### config.mk
export PLATFORM = sky130hd
export DESIGN_NAME = pmem_wb_bridge
export DESIGN_NICKNAME = d
export VERILOG_FILES = /design/src/rtl/pmem_pkg.sv /design/src/rtl/pmem_wb_timeout.sv /design/src/rtl/pmem_wb_bridge.sv
export SDC_FILE = /design/constraint.sdc
export NUM_CORES = 1
export LEC_CHECK = 0
export ABC_AREA = 1
export CORE_ASPECT_RATIO = 0.75
export CORE_MARGIN = 8
export CORE_UTILIZATION = 47
export DETAILED_ROUTE_END_ITERATION = 8
export PLACE_DENSITY = 0.85
export SLEW_MARGIN = 20
export SYNTH_ARGS = -nofsm -noshare
export SYNTH_HDL_FRONTEND = slang
export SYNTH_SLANG_ARGS = --single-unit
### constraint.sdc
create_clock -name clock -period 2.48 [get_ports clock]
set_input_delay 0.496 -clock clock [delete_from_list [all_inputs] [get_ports clock]]
set_output_delay 0.496 -clock clock [all_outputs]
set_load 0.05 [all_outputs]
### src/rtl/pmem_pkg.sv
// ----------------------------------------------------------------------------
// pmem_pkg
// Shared definitions for the program/data memory Wishbone bridge:
//   - bridge state encoding
//   - default relocation base and error read-data
//   - bus width constants and the timeout counter width
// ----------------------------------------------------------------------------
package pmem_pkg;

    localparam int unsigned PMEM_ADDR_W = 10;
    localparam int unsigned WB_DAT_W    = 32;
    localparam int unsigned TMO_CNT_W   = 16;

    localparam logic [WB_DAT_W-1:0] DEF_BASE_ADDR = 32'h3000_0000;
    localparam logic [WB_DAT_W-1:0] DEF_ERR_DATA  = 32'hFFFF_FFFF;

    typedef enum logic [1:0] {
        ST_IDLE = 2'd0,
        ST_BUS  = 2'd1,
        ST_DONE = 2'd2,
        ST_HOLD = 2'd3
    } pmem_state_t;

endpackage

### src/rtl/pmem_wb_timeout.sv
// ----------------------------------------------------------------------------
// pmem_wb_timeout
// Bus-cycle watchdog for Wishbone masters.
//   i_clock    : clock, rising edge
//   i_reset_n  : asynchronous active-low reset
//   i_clear    : restart the count from zero (wins over i_en)
//   i_en       : count one cycle
//   o_expired  : high during the cycle whose closing edge completes
//                TIMEOUT counted cycles, so a master acting on it holds
//                the bus for exactly TIMEOUT cycles
// ----------------------------------------------------------------------------
module pmem_wb_timeout
    import pmem_pkg::*;
#(
    parameter int unsigned TIMEOUT = 255
) (
    input  logic i_clock,
    input  logic i_reset_n,
    input  logic i_clear,
    input  logic i_en,
    output logic o_expired
);

    localparam logic [TMO_CNT_W-1:0] LP_LAST = TMO_CNT_W'(TIMEOUT - 1);

    logic [TMO_CNT_W-1:0] r_cnt;
    logic                 w_at_last;

    assign w_at_last = (r_cnt == LP_LAST);
    assign o_expired = i_en && w_at_last;

    // Saturates at the last value so a user that keeps counting never wraps.
    always_ff @(posedge i_clock or negedge i_reset_n) begin
        if (!i_reset_n) begin
            r_cnt <= '0;
        end else if (i_clear) begin
            r_cnt <= '0;
        end else if (i_en && !w_at_last) begin
            r_cnt <= r_cnt + TMO_CNT_W'(1);
        end
    end

endmodule

### src/rtl/pmem_wb_bridge.sv
// ----------------------------------------------------------------------------
// pmem_wb_bridge
// Registered Wishbone classic master behind the memory mux SRAM port.
// One bus cycle per mux request, relocated by BASE_ADDR, with a watchdog
// and sticky error flags so a dead slave cannot stall the CPU.
//   clock, reset              : clock / async active-low reset
//   req_cyc/stb/we/sel/addr/dat : request from mux
//   req_dat_o, req_ack        : registered read data, one-cycle completion
//   wb_*_o / wb_*_i           : Wishbone master interface
//   err_clear                 : clears sticky flags (a same-cycle set wins)
//   err_timeout, err_bus      : sticky timeout / bus-error flags
// ----------------------------------------------------------------------------
module pmem_wb_bridge
    import pmem_pkg::*;
#(
    parameter logic [WB_DAT_W-1:0] BASE_ADDR = DEF_BASE_ADDR,
    parameter int unsigned         TIMEOUT   = 255,
    parameter logic [WB_DAT_W-1:0] ERR_DATA  = DEF_ERR_DATA
) (
    input  logic                   clock,
    input  logic                   reset,
    input  logic                   req_cyc,
    input  logic                   req_stb,
    input  logic                   req_we,
    input  logic [3:0]             req_sel,
    input  logic [PMEM_ADDR_W-1:0] req_addr,
    input  logic [WB_DAT_W-1:0]    req_dat,
    output logic [WB_DAT_W-1:0]    req_dat_o,
    output logic                   req_ack,
    output logic                   wb_cyc_o,
    output logic                   wb_stb_o,
    output logic                   wb_we_o,
    output logic [3:0]             wb_sel_o,
    output logic [WB_DAT_W-1:0]    wb_adr_o,
    output logic [WB_DAT_W-1:0]    wb_dat_o,
    input  logic [WB_DAT_W-1:0]    wb_dat_i,
    input  logic                   wb_ack_i,
    input  logic                   wb_err_i,
    input  logic                   err_clear,
    output logic                   err_timeout,
    output logic                   err_bus
);

    pmem_state_t           r_state;
    logic [WB_DAT_W-1:0]   r_req_dat;
    logic                  r_req_ack;
    logic                  r_bus_act;   // drives both wb_cyc_o and wb_stb_o
    logic                  r_wb_we;
    logic [3:0]            r_wb_sel;
    logic [WB_DAT_W-1:0]   r_wb_adr;
    logic [WB_DAT_W-1:0]   r_wb_dat;
    logic                  r_err_timeout;
    logic                  r_err_bus;

    logic                  w_tmo_clear;
    logic                  w_tmo_en;
    logic                  w_tmo_expired;

    assign w_tmo_clear = (r_state == ST_IDLE);
    assign w_tmo_en    = (r_state == ST_BUS);

    pmem_wb_timeout #(
        .TIMEOUT (TIMEOUT)
    ) u_timeout (
        .i_clock   (clock),
        .i_reset_n (reset),
        .i_clear   (w_tmo_clear),
        .i_en      (w_tmo_en),
        .o_expired (w_tmo_expired)
    );

    always_ff @(posedge clock or negedge reset) begin
        if (!reset) begin
            r_state       <= ST_IDLE;
            r_req_dat     <= '0;
            r_req_ack     <= 1'b0;
            r_bus_act     <= 1'b0;
            r_wb_we       <= 1'b0;
            r_wb_sel      <= '0;
            r_wb_adr      <= '0;
            r_wb_dat      <= '0;
            r_err_timeout <= 1'b0;
            r_err_bus     <= 1'b0;
        end else begin
            r_req_ack <= 1'b0;
            // Clear first; any set below in the same cycle overrides it.
            if (err_clear) begin
                r_err_timeout <= 1'b0;
                r_err_bus     <= 1'b0;
            end
            case (r_state)
                ST_IDLE: begin
                    if (req_cyc && req_stb) begin
                        r_wb_we   <= req_we;
                        r_wb_sel  <= req_sel;
                        r_wb_dat  <= req_dat;
                        r_wb_adr  <= BASE_ADDR + {{(WB_DAT_W-PMEM_ADDR_W){1'b0}}, req_addr};
                        r_bus_act <= 1'b1;
                        r_state   <= ST_BUS;
                    end
                end
                ST_BUS: begin
                    // Abort outranks any response arriving in the same cycle.
                    if (!req_stb) begin
                        r_bus_act <= 1'b0;
                        r_state   <= ST_IDLE;
                    end else if (wb_ack_i) begin
                        if (!r_wb_we) r_req_dat <= wb_dat_i;
                        r_bus_act <= 1'b0;
                        r_req_ack <= 1'b1;
                        r_state   <= ST_DONE;
                    end else if (wb_err_i || w_tmo_expired) begin
                        if (!r_wb_we) r_req_dat <= ERR_DATA;
                        if (wb_err_i) r_err_bus     <= 1'b1;
                        else          r_err_timeout <= 1'b1;
                        r_bus_act <= 1'b0;
                        r_req_ack <= 1'b1;
                        r_state   <= ST_DONE;
                    end
                end
                ST_DONE: begin
                    r_state <= ST_HOLD;
                end
                ST_HOLD: begin
                    // The mux keeps strobing until it sees data; wait it out.
                    if (!req_stb) r_state <= ST_IDLE;
                end
                default: begin
                    r_state <= ST_IDLE;
                end
            endcase
        end
    end

    assign req_dat_o   = r_req_dat;
    assign req_ack     = r_req_ack;
    assign wb_cyc_o    = r_bus_act;
    assign wb_stb_o    = r_bus_act;
    assign wb_we_o     = r_wb_we;
    assign wb_sel_o    = r_wb_sel;
    assign wb_adr_o    = r_wb_adr;
    assign wb_dat_o    = r_wb_dat;
    assign err_timeout = r_err_timeout;
    assign err_bus     = r_err_bus;

endmodule

* Word-level counts from Yosys, hierarchy flattened
Cells that the tools add are included.
** Cells by class
- Add/sub/neg operators :: 2
- $mul :: 0
- Div/mod/pow operators :: 0
- Magnitude comparators :: 0
- Equal/unequal tests :: 7
- Shifts and indexed selects :: 0
- Muxes and demuxes :: 33
- Bitwise operators :: 1
- Reduce and logical (&&, ||, !) cells :: 13
** Operator list (count)
- two-way mux 32 bit :: 4
- two-way mux 16 bit :: 2
- adder 30 x 10 -> 31 bit (first input constant) :: 1
- two-way mux 1 bit :: 20
- adder 16 x 1 -> 16 bit (second input constant) :: 1
- == test 16 x 8 -> 1 bit (second input constant) :: 1
- two-way mux 2 bit :: 5
- case mux 2 bit (4 select lines) :: 1
- AND reduction 3 bit :: 2
- nonzero test 2 bit :: 3
- == test 2 bit (second input constant) :: 2
- inequality test 2 bit (second input constant) :: 2
- inequality test 4 bit (second input constant) :: 1
- AND reduction 4 bit :: 1
- logical AND 1 bit :: 3
- == test 2 x 1 -> 1 bit (second input constant) :: 1
- logical NOT 2 bit :: 1
- case mux 1 bit (2 select lines) :: 1
- AND reduction 2 bit :: 1
- logical NOT 1 bit :: 1
- logical OR 1 bit :: 1
- NOT 1 bit :: 1
** Storage, ports and cells
- Register bits :: 123
- Latch bits :: 0
- Memory bits (writable) :: 0
- Bits in read-only memories :: 0
- Input port bits :: 86
- Word-level logic and storage cells :: 67
- Memories :: 0

* Longest topological paths before layout
Gate-level depths: netlist of the first run.
- Depth in word-level cells :: 7
- Gate-level depth with buffers :: 10

* By module
A second synthesis of the first run with hierarchy kept.
** Second synthesis, totals
- Cells, all modules :: 611
- Area, all modules :: 5049.8 um^2
** By module, submodules not included
- pmem_wb_bridge :: times used 1, cells each 444, area each 3915.0 um^2
- pmem_wb_timeout :: times used 1, cells each 167, area each 1134.8 um^2

* Worst setup path before layout of the first run
Ideal clock, no wire load.
- Path kind :: register to register
- Start point :: register u_timeout.r_cnt[0]
- End point :: register r_req_dat[0], in the netlist req_dat_o[0]
- Setup time :: 0.119 ns
- Arrival :: 1.358 ns
- Data required time :: 2.361 ns
- Slack :: 1.003 ns
- Cell stages (with the launch flop) :: 11
- Buffers on the path :: 1
- Period minus slack after synthesis :: 1.477 ns
- Cells stage by stage :: dfrtp_1 inv_1 ha_1 nand3_1 nor2_2 nand2_2 nand2_4 nand3_4 buf_6 nand2_1 nand2_1
** On the way
- Longest elaborated chain between the ends :: 5
** RTL lines
- start: declaration :: RTL line pmem_wb_timeout.sv:26 : logic [TMO_CNT_W-1:0] r_cnt;
- start signal: assignment :: RTL line pmem_wb_timeout.sv:39 : r_cnt <= r_cnt + TMO_CNT_W'(1);
- == test 16 x 8 -> 1 bit :: RTL line pmem_wb_timeout.sv:29 : assign w_at_last = (r_cnt == LP_LAST);
- logical AND 1 bit :: RTL line pmem_wb_timeout.sv:30 : assign o_expired = i_en && w_at_last;
- logical OR 1 bit :: RTL line pmem_wb_bridge.sv:112 : end else if (wb_err_i || w_tmo_expired) begin
- nonzero test 2 bit (no source line)
- AND reduction 4 bit (no source line)
- end signal: assignment :: RTL line pmem_wb_bridge.sv:108 : if (!r_wb_we) r_req_dat <= wb_dat_i;
- end: declaration :: RTL line pmem_wb_bridge.sv:45 : logic [WB_DAT_W-1:0] r_req_dat;
Every way passes these cells.
A chain may end at the register's enable or synchronous reset.

* Worst setup path in the final report of the first run
- Start point :: register r_bus_act, in the netlist wb_cyc_o
- End point :: output port wb_stb_o
** RTL lines
- start: declaration :: RTL line pmem_wb_bridge.sv:47 : logic r_bus_act;
- start signal: assignment :: RTL line pmem_wb_bridge.sv:77 : r_bus_act <= 1'b0;
- start signal: assignment :: RTL line pmem_wb_bridge.sv:98 : r_bus_act <= 1'b1;
- start signal: assignment :: RTL line pmem_wb_bridge.sv:105 : r_bus_act <= 1'b0;
- end: declaration :: RTL line pmem_wb_bridge.sv:31 : output logic wb_stb_o,
No word-level cell between the ends.

==> results of run 1 <==
## per-stage QoR
stage / hold slack [ns] / instance area (sq um) / power [mW]
floorplan: 0.200 / 4980 / 6.10
global placement: 0.438 / 6620 / 7.85
detailed placement: 0.448 / 6620 / 7.98
CTS: 0.0890 / 6900 / 9.34
global route: 0.102 / 6900 / 9.74
finish: 0.0846 / 6900 / 9.27
## routing by layer
metal	GRT usage	share of wire	vias to the layer above
li1	-	-	2205
met1	0.258	0.41	2215
met2	0.332	0.47	233
met3	0.0695	0.11	20
met4	0.0528	0.016	0
met5	0	0	-
## power groups by stage
stage,clock network [mW],logic (mW),registers (mW)
2_1_floorplan,0,1.19,4.91
3_3_place_gp,0,5.13,2.73
3_5_place_dp,0,5.24,2.74
4_1_cts,1.36,5.24,2.73
5_1_grt,1.42,5.50,2.81
6_report,1.33,5.21,2.74
## cell families (layout without fill, tap and decap cells)
kind of cell / count (synthesis) / after routing / share of synthesized area
simple gates: 404 / 404 / 0.359
xor+xnor: 2 / 2 / 0.00357
buf+inv: 81 / 228 / 0.0892
fa+ha+maj: 2 / 2 / 0.00510
other cells: 1 / 20 / 0.000764
flops: 102 / 102 / 0.520
compound gates: 20 / 20 / 0.0219
## sequential cells by signal (all words and copies together) (netlist names), named ones only
signal           count
err_bus              1
err_timeout          1
r_state              1
req_ack              1
req_dat_o           32
u_timeout.r_cnt     16
wb_adr_o            11
wb_cyc_o             1
wb_dat_o            32
wb_sel_o             4
wb_we_o              1
## layout make-up
type                       instances  area (sq um)
timing repair buffer             179          1780
clock buffer                      10           229
inverter                          33           124
tap                              136           170
clock inverter                     6          51.3
multi-input combinational        448          1990
fill                             810          3310
sequential                       102          2550
## how the worst max path moves through the flow
stage / from / cells past startpoint / slack (ns) / to
2_1_floorplan: u_timeout.r_cnt[0] / 10 / 1.00 / req_dat_o[0]
3_3_place_gp: req_stb / 6 / 0.51 / wb_cyc_o
3_5_place_dp: req_stb / 5 / 0.43 / wb_we_o
4_1_cts: wb_cyc_o / 1 / 0.39 / wb_stb_o
5_1_grt: u_timeout.r_cnt[0] / 9 / 0.29 / req_dat_o[20]
6_report: wb_cyc_o / 1 / 0.41 / wb_stb_o
## layout by cell type (no fill, tap or decap)
cell type and count:
a21oi_1 1, inv_8 1, o22ai_1 2, clkbuf_16 9, xor2_1 1, or2_2 33
nor2_4 1, nor3_1 1, clkinv_2 1, nand2_1 268, conb_1 20, ha_1 2
nand4_1 41, a32o_1 1, buf_4 8, o21ai_0 9, clkbuf_1 1, inv_2 6
nand3_1 17, nor2_1 35, clkinv_4 2, nand2_4 1, nor2_2 3, o21ai_1 7
clkdlybuf4s50_1 170, xnor2_1 1, clkinv_1 1, nand2_2 3, dfrtp_1 102, inv_1 26
inv_6 2, nand3_4 1, buf_12 1
## worst reg2reg max path: stages (launching register included)
cell and delay, ns:
dfrtp_1 0.44, inv_1 0.18, ha_1 0.25, nand2_1 0.07
nor2_1 0.10, nand2_1 0.07, nand2_2 0.13, nand2_1 0.29
inv_1 0.30, nand2_1 0.09, nand2_1 0.07
## cells in the mapped netlist
cell	number	area, sq um
conb_1	1	3.75
xnor2_1	1	8.76
ha_1	2	25.0
nor2_2	4	25.0
o22ai_1	2	12.5
nor3_1	1	5.00
buf_2	14	70.1
o21ai_1	7	35.0
nand3_4	1	17.5
or2_2	33	206
nand3_1	17	85.1
nand2_2	3	18.8
dfrtp_1	102	2550
nor2_1	35	131
o21ai_0	9	45.0
inv_1	26	97.6
nand2_4	1	11.3
inv_2	6	22.5
clkinv_1	1	3.75
buf_6	3	33.8
a21oi_1	1	5.00
xor2_1	1	8.76
buf_4	25	188
nand2_1	268	1010
a32o_1	1	10.0
clkbuf_1	6	22.5
nand4_1	41	257
==> impl_metrics.py, run 1 <==
metrics = {
    "grt": {
        "antenna_found_initial": 0,
        "grt_max_degree": 51,
        "grt_pass1_wl_microns": 23500,
        "grt_overflow": 0,
        "grtUsageTotal": 0.205,
        "grt_pass1_vias": 4576,
    },
    "synthesis": {
        "yosysWarnings": 0,
        "syn_inst": 612,
        "yosysSeqAreaShare": 0.520,
        "ys_ff_latch": 102,
        "synth_area_sq_mm": 0.00491,
        "synth_cell_type_count": 27,
        "syn_area_per_cell_sq_um": 8.02,
    },
    "floorplanning": {
        "start_util": 0.481,
        "fp.dieH_microns": 104,
        "die-area_sq_mm": 0.0140,
        "pin_count": 192,
        "fp.dieW_microns": 134,
        "rows": 32,
        "coreArea_sq_mm": 0.0102,
    },
    "pwr": {
        "switching_share": 0.504,
        "p_leak_nw": 3.32,
        "p_seq_frac": 0.295,
        "pwr-share-comb": 0.562,
        "p_per_area_mw_per_mm2": 1340,
        "p_int_mw": 4.60,
        "p_switching_mw": 4.67,
        "ir_worst_vdd_v": 0.000743,
        "clkPwrFrac": 0.143,
    },
    "layout": {
        "drive_above_1_share": 0.0925,
        "synthToLayoutAreaGrowth_pct": 40.6,
        "post-route-util": 0.676,
        "diodes": 0,
        "final_cells": 914,
        "fin_nets": 861,
    },
    "worst_setup_path": {
        "critPathMaxFanout": 3,
        "r2r_slack_ns": 0.45,
        "arrival_ns": 1.57,
        "cp-end-kind": "primary output",
        "cp_top_family": "buffers and inverters",
        "timing.rr.end": "u_timeout.r_cnt[14]",
        "cp.required_ns": 1.98,
        "worst_setup_path_start_kind": "flip-flop",
        "critPathKind": "flip-flop to primary output",
        "crit_slowest_cell": "clkdlybuf4s50_1",
        "crit-reg2reg-launch": "u_timeout.r_cnt[0]",
        "critPathMaxStageDelay_ns": 0.84,
        "reg2regPathDepth": 10,
        "crit_chain": "clkdlybuf4s50_1",
        "crit_buf_inv": 1,
    },
    "detailed_routing": {
        "remaining_drc_errors": 0,
        "wl_microns": 14700,
        "wl_per_cell_microns": 16.1,
        "vias": 4673,
        "ant_nets": 0,
        "first_iter_violations": 371,
        "vias_per_cell": 5.11,
        "dr.pass1.iters": 5,
    },
    "clock_tree": {
        "clk_latency_ns": 0.33,
        "htree_levels": 3,
        "numCtsBuffers": 9,
        "cts_buffer_depth": 2,
        "cts_resized": 0,
        "post-cts-setup-buffers": 0,
        "clk_pin_slew_ns": 0.07,
        "cts_tree": "built",
        "cts_root_buf": "clkbuf_16",
        "cts_num_sinks": 102,
        "holdBufCountCts": 0,
    },
    "flow_run": {
        "maxCapViolCount": 0,
    },
    "placement": {
        "place.gp.congestion": 0.935,
        "dp_hpwl_microns": 11100,
        "pre_cts_ws_ns": 0.433,
        "dp_cells": 898,
        "portBuffers": 171,
    },
    "timing": {
        "hold_viol": 0,
        "min_period_over_period": 0.835,
        "clock_skew_ns": 0.00928,
        "tns_ns": 0,
        "drv_slew": 0,
        "rsz0062_at_grt": "no",
        "relSlewSlack": 0.513,
        "setup_viol": 0,
        "timing.fmax_mhz": 483,
        "period_needed_ns": 2.07,
        "worst_slack_ns": 0.410,
        "tightestPinTransition_ns": 0.730,
    },
    "run_status": {
        "outcome": "complete, no violations",
    },
    "min_path": {
        "min-delay-path-class": "input pin to asynchronous set/reset pin",
    },
}
Note: power is estimated with default switching activity, not from simulation.
==> run 2: changes to the inputs <==
Settings changed: CORE_UTILIZATION 47 to 40, PLACE_DENSITY 0.85 to 0.77.
Clock period 2.48 ns to 1.9 ns, I/O delays scaled along.
==> impl_metrics.py, run 2 (synthesis gave the netlist of run 1 again) <==
metrics = {
    "run_status": {
        "outcome": "complete, no violations",
    },
    "placement": {
        "place.gp.congestion": 0.896,
        "dp_cells": 936,
        "portBuffers": 171,
        "dp_hpwl_microns": 11100,
    },
    "min_path": {
        "min-delay-path-class": "flip-flop to flip-flop",
        "holdPathStages": 2,
        "min_from": "wb_dat_o[10]",
    },
    "layout": {
        "post-route-util": 0.575,
        "drive_above_1_share": 0.170,
        "layout_commonest_cell": "nand2_1",
        "synthToLayoutAreaGrowth_pct": 42.1,
        "final_cells": 953,
        "fin_nets": 870,
        "diodes": 0,
        "most-common-layout-cells": "268 x nand2_1, 102 x dfrtp_1, 84 x clkdlybuf4s50_1",
    },
    "timing": {
        "min_period_over_period": 0.894,
        "hold_viol": 0,
        "tightestPinTransition_ns": 0.741,
        "tns_ns": 0,
        "relSlewSlack": 0.505,
        "drv_slew": 0,
        "setup_viol": 0,
        "period_needed_ns": 1.70,
        "rsz0062_at_grt": "no",
        "timing.fmax_mhz": 589,
        "clock_skew_ns": 0.0109,
    },
    "grt": {
        "grt_max_degree": 51,
        "antenna_found_initial": 0,
        "grt_pass1_wl_microns": 23100,
        "grt_pass1_vias": 4575,
        "grtUsageTotal": 0.176,
        "grt_overflow": 0,
    },
    "worst_setup_path": {
        "arrival_ns": 1.93,
        "critPathMaxFanout": 46,
        "cp.required_ns": 2.13,
        "worst_setup_path_start_kind": "flip-flop",
        "cp-end-kind": "flip-flop",
        "reg2regPathDepth": 6,
        "critPathKind": "flip-flop to flip-flop",
    },
    "floorplanning": {
        "fp.dieH_microns": 112,
        "die-area_sq_mm": 0.0161,
        "rows": 35,
        "pin_count": 192,
        "coreArea_sq_mm": 0.0121,
        "start_util": 0.405,
        "fp.dieW_microns": 144,
    },
    "clock_tree": {
        "htree_levels": 3,
        "numCtsBuffers": 9,
        "clk_pin_slew_ns": 0.07,
        "post-cts-setup-buffers": 0,
        "cts_tree": "built",
        "clk_latency_ns": 0.34,
        "cts_root_buf": "clkbuf_16",
        "cts_buffer_depth": 2,
        "cts_num_sinks": 102,
    },
    "detailed_routing": {
        "ant_nets": 0,
        "wl_per_cell_microns": 15.4,
        "wl_microns": 14700,
        "dr.pass1.iters": 5,
        "first_iter_violations": 313,
        "vias": 4614,
        "remaining_drc_errors": 0,
        "vias_per_cell": 4.84,
    },
    "pwr": {
        "p_leak_nw": 3.74,
        "p_per_area_mw_per_mm2": 1720,
        "finalPower_mw": 12.0,
        "ir_worst_vdd_v": 0.000868,
    },
    "flow_run": {
        "maxCapViolCount": 0,
    },
}
==> run 2: final cells by class <==
class,instances,area [sq um]
clock buffers,10,229
clock inverters,6,67.6
fillers,1060,5160
inverters,33,124
multi-input cells,448,2000
flip-flops and latches,102,2550
well taps,166,208
repair buffers,188,1800
==> run 2: path summary, 6_finish.rpt <==
check / end / slack [ns]
worst max-delay path: wb_dat_o[18] / 0.20
worst min-delay path: wb_dat_o[10] / 0.47
worst max register to register: wb_dat_o[18] / 0.20
min in group asynchronous: wb_dat_o[12] / 0.53
max in group asynchronous: req_dat_o[25] / 0.80
worst min register to register: wb_dat_o[10] / 0.47
==> run 2: report_power, final <==
| group | total [mW] | leakage, nW | switching [mW] | internal (mW) |
|---|---|---|---|---|
| combinational | 6.60 | 2.31 | 4.73 | 1.86 |
| sequential | 3.56 | 1.29 | 0.516 | 3.04 |
| clock | 1.84 | 0.139 | 0.808 | 1.03 |
==> run 2: critical path: stages, from the launching register on <==
cell,delay (ns)
dfrtp_1,0.42
nor2_1,0.28
inv_2,0.17
nor2_4,0.15
inv_2,0.30
nand2_1,0.18
nand2_1,0.07
==> run 2: layer usage <==
layer  vias up  share of wire  routed length, microns  global-route usage
met4         0         0.0069                     102              0.0370
met3        10          0.096                    1410              0.0492
met2       189           0.46                    6790               0.282
met1      2195           0.44                    6410               0.233
li1       2220              -                       -                   -
met5         -              0                       0                   0
==> run 2: repair_timing <==
item                                    in CTS  in global routing
endpoints found under the setup margin      12                 22
gates resized for setup                     12                 22
hold buffers                                 1                  0
hold endpoints to repair                    28                  0
pin swaps                                    0                  0
cloned                                       0                  0
==> run 2: stage by stage <==
step                      instance area, sq um  worst slack, ns  hold slack (ns)
after floorplan                           4980            0.423           0.0844
after detailed placement                  6620          -0.0430            0.340
after global placement                    6620           0.0280            0.336
final                                     6970            0.201            0.467
after global routing                      6970           0.0829            0.496
after CTS                                 6920          0.00121            0.473
